**config.mk**
```make
export PLATFORM = sky130hd
export DESIGN_NAME = mem_access_ctrl
export DESIGN_NICKNAME = d
export VERILOG_FILES = /design/src/rtl/mem_access_ctrl_pkg.sv /design/src/rtl/mem_lane_align.sv /design/src/rtl/mem_access_ctrl.sv
export SDC_FILE = /design/constraint.sdc
export NUM_CORES = 1
export LEC_CHECK = 0
export BUFFER_PORTS_ARGS = -buffer_cell sky130_fd_sc_hd__buf_2
export CAP_MARGIN = 40
export CORE_AREA = 2 2 169 171
export CTS_CLUSTER_SIZE = 14
export DETAILED_ROUTE_END_ITERATION = 10
export DIE_AREA = 0 0 171 173
export GPL_TIMING_DRIVEN = 0
export PLACE_DENSITY = 0.62
export SLEW_MARGIN = 40
export SYNTH_ARGS = -nofsm -noshare
export SYNTH_HDL_FRONTEND = slang
export SYNTH_HIERARCHICAL = 1
export SYNTH_SLANG_ARGS = --single-unit
```
**constraint.sdc**
```tcl
create_clock -name clk -period 2.48 [get_ports clk]
set_input_delay 0.248 -clock clk [delete_from_list [all_inputs] [get_ports clk]]
set_output_delay 0.248 -clock clk [all_outputs]
set_load 0.05 [all_outputs]
```
**src/rtl/mem_access_ctrl_pkg.sv**
```systemverilog
// rtl/mem_access_ctrl_pkg.sv - shared constants, size/state encodings and alignment helper
package mem_access_ctrl_pkg;

    localparam int WORD_BITS = 64;

    typedef enum logic [1:0] {
        SZ_BYTE  = 2'b00,
        SZ_HALF  = 2'b01,
        SZ_WORD  = 2'b10,
        SZ_DWORD = 2'b11
    } size_e;

    typedef enum logic [2:0] {
        IDLE,
        RD,
        RESP,
        WR,
        RMW_RD,
        RMW_WR
    } state_e;

    // Natural alignment: the byte offset must be a multiple of the access size.
    function automatic logic is_misaligned(size_e size, logic [2:0] offset);
        case (size)
            SZ_BYTE: is_misaligned = 1'b0;
            SZ_HALF: is_misaligned = offset[0];
            SZ_WORD: is_misaligned = |offset[1:0];
            default: is_misaligned = |offset;
        endcase
    endfunction

endpackage

```
**src/rtl/mem_lane_align.sv**
```systemverilog
// rtl/mem_lane_align.sv - little-endian byte-lane extract/extend for loads and lane merge for stores
//
// Ports:
//   size      access size (size_e encoding)
//   sign_ext  sign-extend sub-dword loads from their top bit
//   offset    byte offset inside the doubleword
//   ram_rdata doubleword read from RAM
//   st_data   store data, low bytes significant
//   ld_data   aligned, extended load result
//   merged    ram_rdata with the addressed lanes replaced by store bytes
module mem_lane_align
    import mem_access_ctrl_pkg::*;
#(
    parameter int WORD = WORD_BITS
) (
    input  logic [1:0]      size,
    input  logic            sign_ext,
    input  logic [2:0]      offset,
    input  logic [WORD-1:0] ram_rdata,
    input  logic [WORD-1:0] st_data,
    output logic [WORD-1:0] ld_data,
    output logic [WORD-1:0] merged
);

    localparam int LANES = WORD / 8;

    logic [WORD-1:0]  shifted;
    logic [WORD-1:0]  st_shifted;
    logic [7:0]       lane_base;
    logic [LANES-1:0] lane_mask;

    always_comb begin
        shifted    = ram_rdata >> {offset, 3'b000};
        st_shifted = st_data << {offset, 3'b000};
        case (size_e'(size))
            SZ_BYTE: begin
                ld_data   = {{(WORD-8){sign_ext & shifted[7]}}, shifted[7:0]};
                lane_base = 8'h01;
            end
            SZ_HALF: begin
                ld_data   = {{(WORD-16){sign_ext & shifted[15]}}, shifted[15:0]};
                lane_base = 8'h03;
            end
            SZ_WORD: begin
                ld_data   = {{(WORD-32){sign_ext & shifted[31]}}, shifted[31:0]};
                lane_base = 8'h0F;
            end
            default: begin
                ld_data   = shifted;
                lane_base = 8'hFF;
            end
        endcase
        lane_mask = LANES'(lane_base) << offset;
        merged    = ram_rdata;
        for (int i = 0; i < LANES; i++) begin
            if (lane_mask[i]) begin
                merged[i*8 +: 8] = st_shifted[i*8 +: 8];
            end
        end
    end

endmodule

```
**src/rtl/mem_access_ctrl.sv**
```systemverilog
// rtl/mem_access_ctrl.sv - arbitrates instruction fetch and data access onto one synchronous RAM port
//
// Ports:
//   clk, reset                      clock, synchronous active-high reset
//   if_req/if_addr                  fetch request and byte address
//   if_ack/if_rdata/if_err          fetch done pulse, instruction, misaligned flag
//   d_req/d_we/d_size/d_signed      data request, store, size, sign-extend load
//   d_addr/d_wdata                  data byte address and store data
//   d_ack/d_rdata/d_err             data done pulse, load result, misaligned flag
//   ram_addr/ram_re/ram_we          doubleword index, read and write strobes
//   ram_wdata/ram_rdata             write data, read data (valid the cycle after ram_re)
module mem_access_ctrl
    import mem_access_ctrl_pkg::*;
#(
    parameter int WORD   = WORD_BITS,
    parameter int RAM_AW = 10
) (
    input  logic              clk,
    input  logic              reset,
    input  logic              if_req,
    input  logic [WORD-1:0]   if_addr,
    output logic              if_ack,
    output logic [31:0]       if_rdata,
    output logic              if_err,
    input  logic              d_req,
    input  logic              d_we,
    input  logic [1:0]        d_size,
    input  logic              d_signed,
    input  logic [WORD-1:0]   d_addr,
    input  logic [WORD-1:0]   d_wdata,
    output logic              d_ack,
    output logic [WORD-1:0]   d_rdata,
    output logic              d_err,
    output logic [RAM_AW-1:0] ram_addr,
    output logic              ram_re,
    output logic              ram_we,
    output logic [WORD-1:0]   ram_wdata,
    input  logic [WORD-1:0]   ram_rdata
);

    localparam int AW = RAM_AW + 3;

    state_e          state;
    logic            last_grant_fetch;
    logic            cap_fetch;
    logic            cap_we;
    logic            cap_signed;
    size_e           cap_size;
    logic [AW-1:0]   cap_addr;
    logic [WORD-1:0] cap_wdata;

    logic            grant_if;
    logic            grant_d;
    logic [AW-1:0]   sel_addr;
    size_e           sel_size;
    logic            sel_mis;
    logic [WORD-1:0] ld_data;
    logic [WORD-1:0] merged;
    logic            unused_addr_hi;

    // Address bits above the RAM window are ignored.
    assign unused_addr_hi = ^{if_addr[WORD-1:AW], d_addr[WORD-1:AW]};

    // On a tie the requester that did not win last time gets the slot.
    always_comb begin
        grant_if = 1'b0;
        grant_d  = 1'b0;
        if (state == IDLE) begin
            if (if_req && d_req) begin
                grant_if = !last_grant_fetch;
                grant_d  = last_grant_fetch;
            end else begin
                grant_if = if_req;
                grant_d  = d_req;
            end
        end
    end

    assign sel_addr = grant_if ? if_addr[AW-1:0] : d_addr[AW-1:0];
    assign sel_size = grant_if ? SZ_WORD : size_e'(d_size);
    assign sel_mis  = is_misaligned(sel_size, sel_addr[2:0]);

    always_ff @(posedge clk) begin
        if (reset) begin
            state            <= IDLE;
            last_grant_fetch <= 1'b1;
            cap_fetch        <= 1'b0;
            cap_we           <= 1'b0;
            cap_signed       <= 1'b0;
            cap_size         <= SZ_BYTE;
            cap_addr         <= '0;
            cap_wdata        <= '0;
            ram_re           <= 1'b0;
            ram_we           <= 1'b0;
            if_ack           <= 1'b0;
            if_err           <= 1'b0;
            d_ack            <= 1'b0;
            d_err            <= 1'b0;
        end else begin
            ram_re <= 1'b0;
            ram_we <= 1'b0;
            if_ack <= 1'b0;
            if_err <= 1'b0;
            d_ack  <= 1'b0;
            d_err  <= 1'b0;
            case (state)
                IDLE: begin
                    if (grant_if || grant_d) begin
                        last_grant_fetch <= grant_if;
                        cap_fetch        <= grant_if;
                        cap_we           <= grant_d & d_we;
                        cap_signed       <= grant_d & d_signed;
                        cap_size         <= sel_size;
                        cap_addr         <= sel_addr;
                        cap_wdata        <= grant_d ? d_wdata : '0;
                        if (sel_mis) begin
                            state  <= RESP;
                            if_ack <= grant_if;
                            if_err <= grant_if;
                            d_ack  <= grant_d;
                            d_err  <= grant_d;
                        end else if (grant_if || !d_we) begin
                            state  <= RD;
                            ram_re <= 1'b1;
                        end else if (sel_size == SZ_DWORD) begin
                            state  <= WR;
                            ram_we <= 1'b1;
                            d_ack  <= 1'b1;
                        end else begin
                            state  <= RMW_RD;
                            ram_re <= 1'b1;
                        end
                    end
                end
                RD: begin
                    state  <= RESP;
                    if_ack <= cap_fetch;
                    d_ack  <= !cap_fetch;
                end
                RMW_RD: begin
                    state  <= RMW_WR;
                    ram_we <= 1'b1;
                    d_ack  <= 1'b1;
                end
                default: state <= IDLE;
            endcase
        end
    end

    mem_lane_align #(.WORD(WORD)) u_lane_align (
        .size      (cap_size),
        .sign_ext  (cap_signed),
        .offset    (cap_addr[2:0]),
        .ram_rdata (ram_rdata),
        .st_data   (cap_wdata),
        .ld_data   (ld_data),
        .merged    (merged)
    );

    // A full-lane merge reduces to the store data, so WR and RMW_WR share the path.
    assign ram_addr  = cap_addr[AW-1:3];
    assign ram_wdata = ram_we ? merged : '0;
    assign d_rdata   = (d_ack && !d_err && !cap_we) ? ld_data : '0;
    assign if_rdata  = (if_ack && !if_err) ? (cap_addr[2] ? ram_rdata[63:32] : ram_rdata[31:0]) : '0;

endmodule

```
==> run metrics, run 1 <==
Layout Utilization 0.567; # setup viols final 126; # rows 61; Slew headroom 0.477; clock slew at reported path FFs 0.08 ns; worst-path fanout max 7; Top FF cell, synth dfxtp_1; die width 171 um; CP delay by family, top multiplexers; clk buf depth 2; final wirelength 53100 um; Distinct cells, synth 53; Via Count 12273; IO buf count 336; CTS tree yes; largest net degree at the start of global routing 17; startpoint class of the critical path flop; Max Fclk around 350 MHz; MaxCap Viol Count 0; Clock Skews 0.0126 ns; DR WL/cell between 20 and 30 um; sequential area share after synthesis 0.199; Die ar. about 30000 um^2; #FFs+latches synth 92; synthesis warning total 6; final hold vios 0; share of cells above drive strength 1 0.544; Post-Synth Adder-Cell Area 0; Iteration-0 DRC Markers 1487; flop2flop setup slack 0.58 ns; ys async rst share 0; pwr/cell area 633 nW/um^2; Post-Synthesis Cells 1272; DR DRC count 0; Root Buffer clkbuf_16; H-tree levels 3; fin area 15700 um^2; max-slew violations 0; actual slew at the worst max-slew pin 0.785 ns; Core Area 27600 um^2; io pins 440; Synth Area in XOR/XNOR 0; critical path required time approximately 2.2 ns; Period minus WS final 2.82 ns; top area cells in the synthesized netlist dfxtp_1 20%, mux2i_1 12%, and2_1 8.7%; critical path type flop to primary output; Synth Net Count roughly 1500; CP max stage delay about 0.45 ns; failing checks setup timing; CP cell instances buf_8 -> buf_12 -> buf_12 -> mux2_4 -> o211ai_1 -> o21ai_2 -> mux2_4 -> and2_4 -> buf_8; final setup TNS -23.26 ns; Worst-Skew Late Latency between 0.3 and 0.4 ns; cell area after synthesis 9240 um^2; worst hold path class input port to flop; RSZ-0062 raised after global routing true; WHS around 0.15 ns; placed inst area 11400 um^2; clk sink count 92; Tcrit/Tclk final 1.14; number of nets in the layout between 1500 and 2000; setup ws final -0.341 ns; Post-synth EDFFs 0; synthesis-to-layout area growth 69.6%; router iterations before antenna repair 6; peak supply drop 0.404 mV; Starting Density 0.334; Cell Count, Final, Fillers Out 2074; Pleak approximately 6.7 nW; post-detail-place hpwl between 30000 and 40000 um; crit end category primary output; placed insts 1986; routed vias/inst around 6; post-route ant nets 0; gr ovfl total 0; post-synthesis mux area share 0.222; Worst Path Buf+Inv 4; CTS Hold Bufs 0; post-synth top area cell dfxtp_1; Mapped Avg Cell Area 7.26 um^2; largest family of logic cells by synthesized area simple AND/OR/NAND/NOR gates; first-pass GRT wire length 73400 um; vias in the first global route 11499; Num CTS Buffers 9; Yosys top cell area share 0.199; status finished with violations; post-synthesis compound-gate area fraction 0.241; gr usage total 0.332; diode count 0; Slowest-stage cell, CP dfxtp_4; simple-gate share of the synthesized area 0.264; antenna violations before repair 0; Final GP Congestion 0.992; Critical Path AT 2.57 ns; die height 173 um
synthesized netlist by cell type (9+ instances only):
| library cell | number |
|---|---|
| a311oi_2 | 11 |
| a21oi_1 | 54 |
| mux2i_1 | 115 |
| dfxtp_1 | 92 |
| clkbuf_1 | 60 |
| o22ai_1 | 10 |
| a21o_1 | 16 |
| a211oi_1 | 13 |
| a22oi_1 | 65 |
| nand2_1 | 194 |
| mux2_2 | 64 |
| o211ai_1 | 18 |
| nor3_1 | 9 |
| nor2_1 | 169 |
| o21ai_0 | 91 |
| buf_4 | 22 |
| and2_1 | 129 |
| o21a_1 | 9 |
| buf_2 | 35 |
path summary, 6_finish.rpt:
path | startpoint | cells after the start | to
hold / removal | d_wdata[23] | 3 | cap_wdata[23]
setup / recovery | cap_addr[1] | 9 | ram_wdata[53]
setup reg to reg | state[2] | 6 | ram_we
hold reg to reg | last_grant_fetch | 1 | last_grant_fetch
cell families (layout without fill, tap and decap cells):
logic type,after synthesis,after routing
buf+inv,136,560
flops,92,92
mux,187,187
compound gates,325,325
simple gates,532,532
layer usage:
layer	vias to the layer above	global-route usage	wire, um
met2	901	0.515	23700
met1	5826	0.441	21200
met5	-	0	0
li1	5335	-	-
met4	0	0.185	3470
met3	211	0.0485	4760
per-stage QoR:
| step | worst slack (ns) | total power [mW] |
|---|---|---|
| finish | -0.341 | 9.91 |
| global route | -0.401 | 10.2 |
| global placement | -0.720 | 6.35 |
| detailed placement | -0.705 | 6.36 |
| CTS | -0.296 | 8.82 |
| floorplan | 0.0710 | 4.88 |
worst reg2reg max path, cell delays in order (launching register included):
cell     delay [ns]
dfxtp_1        0.38
nor3_4         0.33
and3_1         0.20
buf_4          0.20
buf_6          0.19
nand2_1        0.10
o31ai_1        0.36
cell usage in the layout (no fill, tap or decap), drive strengths merged, types with 9 or more instances in the layout:
cell,instances
a211oi,13
a21o,16
a21oi,54
a22oi,65
a311oi,13
and2,130
buf,480
clkbuf,67
dfxtp,92
mux2,64
mux2i,115
nand2,194
nor2,169
nor3,11
o211ai,18
o21a,9
o21ai,92
o22ai,10
cell type report:
type | count | area, um^2
Clock inverter | 6 | 46.3
Multi-Input combinational cell | 1044 | 8250
Tap cell | 378 | 473
Inverter | 7 | 31.3
Clock buffer | 10 | 239
Buffer | 124 | 1100
Timing Repair Buffer | 413 | 3670
Sequential cell | 92 | 1860
Fill cell | 2540 | 12000
power by group:
group          switching [mW]  internal, mW
Combinational            3.85          2.78
Sequential              0.275          1.66
Clock                   0.627         0.715
state kept, by name (all words and copies together) (netlist names):
signal and count:
cap_wdata 64, cap_addr 13, state 3, cap_size 2, cap_fetch 1, cap_signed 1
cap_we 1, d_ack 1, d_err 1, if_ack 1, if_err 1, last_grant_fetch 1
ram_re 1, ram_we 1
what timing repair did:
action | CTS | global route
pin swaps | 24 | 59
gates resized for setup | 629 | 385
gates cloned | 10 | 9
endpoints found under the setup margin | 129 | 129
setup buffers | 28 | 32
No activity file was read; power rests on OpenSTA's default activity.
==> run 2: changes to the inputs <==
==> constraint.sdc (replaced) <==
create_clock -name clk -period 2.48 [get_ports clk]
set_input_delay 0.62 -clock clk [delete_from_list [all_inputs] [get_ports clk]]
set_output_delay 0.62 -clock clk [all_outputs]
set_load 0.05 [all_outputs]
==> run 2 against run 1 <==
The run still ends with setup timing left. Final area rose by 5.4%. Sequential share of layout area fell by 0.62 points. Register-to-register slack got worse by 0.02 ns. Fmax fell by 11%. Non-clock buffer count rose by 15. Clock power barely moved. Sequential power barely moved. Largest cell class unchanged. Highest routed layer unchanged.
==> run metrics, run 2 (synthesized netlist as in run 1, its figures left out) <==
status finished with violations; failing checks setup timing; IO buf count 336 (unchanged); # rows 61 (unchanged); Period minus WS final 3.15 ns (+0.334 ns); largest net degree at the start of global routing 19 (+2); router iterations before antenna repair 6 (unchanged); Via Count 12366 (+0.76%); final setup TNS -67.79 ns (-44.53 ns); peak supply drop 0.477 mV (+18%); gr usage total 0.341 (+0.00840); clock slew at reported path FFs 0.07 ns (about the same); Final GP Congestion 0.999 (+0.72%); internal power 5.50 mW (+6.7%); combinational share of power 0.681 (+0.012); MaxCap Viol Count 0 (unchanged); routed vias/inst 5.92 (about the same); die height 173 um (unchanged); die width 171 um (unchanged); WHS 0.490 ns (+0.345 ns); P_sw 4.93 mW (+3.6%); final wirelength 54700 um (+3.0%); DR DRC count 0 (unchanged); commonest non-fill, non-tap cell in the layout buf_2; critical path type flop to primary output; Die ar. 29600 um^2 (unchanged); share of cells above drive strength 1 0.583 (+0.0397); io pins 440 (unchanged); clk sink count 92 (unchanged); Largest regs cap_wdata x64, cap_addr x13, state x3; Critical Path AT 2.53 ns (-0.04 ns); Root Buffer clkbuf_16; Tcrit/Tclk final 1.27 (+0.135); RSZ-0062 raised after global routing true; Tot Pwr 10.4 mW (+5.2%); setup ws final -0.675 ns (-0.334 ns); final hold vios 0 (unchanged); Clock Skews 0.00981 ns (-0.00278 ns); clk buf depth 2 (unchanged); max reg flops 64 (unchanged); Starting Density 0.334 (unchanged); DR WL/cell 26.2 um (+2.2%); pwr/cell area 632 nW/um^2 (-0.15%); Clock Power Share 0.132 (-0.003); crit end category primary output; switching part of the total power 0.472 (-0.00721); Slew headroom 0.460 (-0.0173); synthesis-to-layout area growth 78.6%; most frequent cells in the layout 218 x buf_2, 140 x nor2_1, 131 x nand2_1; Worst R2R Path Depth 4 (-2); Layout Utilization 0.597 (+0.0304); CTS tree yes; Core Area 27600 um^2 (unchanged); number of nets in the layout 1970 (+0.77%); worst hold path class flop to flop; register share of total power 0.187 (-0.008); Worst-Skew Late Latency 0.36 ns (about the same); vias in the first global route 11414 (-0.74%); Top reg by flops cap_wdata; startpoint class of the critical path flop; Iteration-0 DRC Markers 1408 (-5.3%); antenna violations before repair 1 (+1); H-tree levels 3 (unchanged); worst-path fanout max 7 (unchanged); post-detail-place hpwl 40400 um (+1.9%); hold path depth 2 (-1); critical path required time 1.86 ns (-0.37 ns); Num CTS Buffers 9 (unchanged); Pleak 7.07 nW (+5.1%); gr ovfl total 0 (unchanged); max-slew violations 0 (unchanged); CTS Hold Bufs 0 (unchanged); # setup viols final 127 (+0.79%); actual slew at the worst max-slew pin 0.805 ns (+0.0206 ns); first-pass GRT wire length 75000 um (+2.2%); Max Fclk 317 MHz (-11%); post-route ant nets 0 (unchanged)
[run 2: through the flow]
step	cell area, um^2	std cells	worst slack (ns)
after floorplan	9530	1272	-0.193
after global placement	11700	1986	-1.01
after detailed placement	11700	1986	-0.974
after CTS	14400	2038	-0.623
after global routing	16500	2090	-0.745
final	16500	2090	-0.675
[run 2: power by group through the flow]
stage               Clock [mW]  Sequential (mW)  Combinational, mW
floorplan                    0             1.84               3.18
global placement             0             1.90               4.57
detailed placement           0             1.90               4.59
CTS                       1.39             1.91               5.70
global route              1.44             1.97               7.35
finish                    1.37             1.95               7.10
[run 2: layer usage]
metal | global-route usage | share of wire | wire length [um]
met1 | 0.449 | 0.40 | 21900
met5 | 0 | 0 | 0
met3 | 0.0401 | 0.083 | 4530
met4 | 0.189 | 0.063 | 3460
met2 | 0.538 | 0.45 | 24900
[run 2: final timing paths]
check / to / start / slack [ns]
max: ram_wdata[52] / cap_addr[1] / -0.67
max reg2reg: state[0] / state[2] / 0.56
min reg2reg: cap_addr[12] / cap_addr[12] / 0.49
min: cap_addr[12] / cap_addr[12] / 0.49
[run 2: layout make-up]
cell class | instances | area (um^2)
fillers | 2383 | 11100
multi-input cells | 1044 | 8560
repair buffers | 428 | 4120
flip-flops and latches | 92 | 1860
plain buffers | 124 | 1180
well taps | 378 | 473
clock buffers | 9 | 225
clock inverters | 7 | 63.8
inverters | 7 | 31.3
diodes | 1 | 2.50
[run 2: what timing repair did]
item	CTS	global route
buffers inserted	30	46
pin swaps	30	69
gates resized for setup	618	459
endpoints found under the setup margin	158	158
gates cloned	8	13
[run 2: critical path, cell delays in order (launching register included)]
cell and delay, ns:
dfxtp_4 0.45, buf_12 0.17, buf_12 0.14, buf_12 0.12
mux2_4 0.29, o211ai_1 0.23, o21ai_1 0.15, mux2_4 0.30
and2_4 0.17, buf_8 0.14
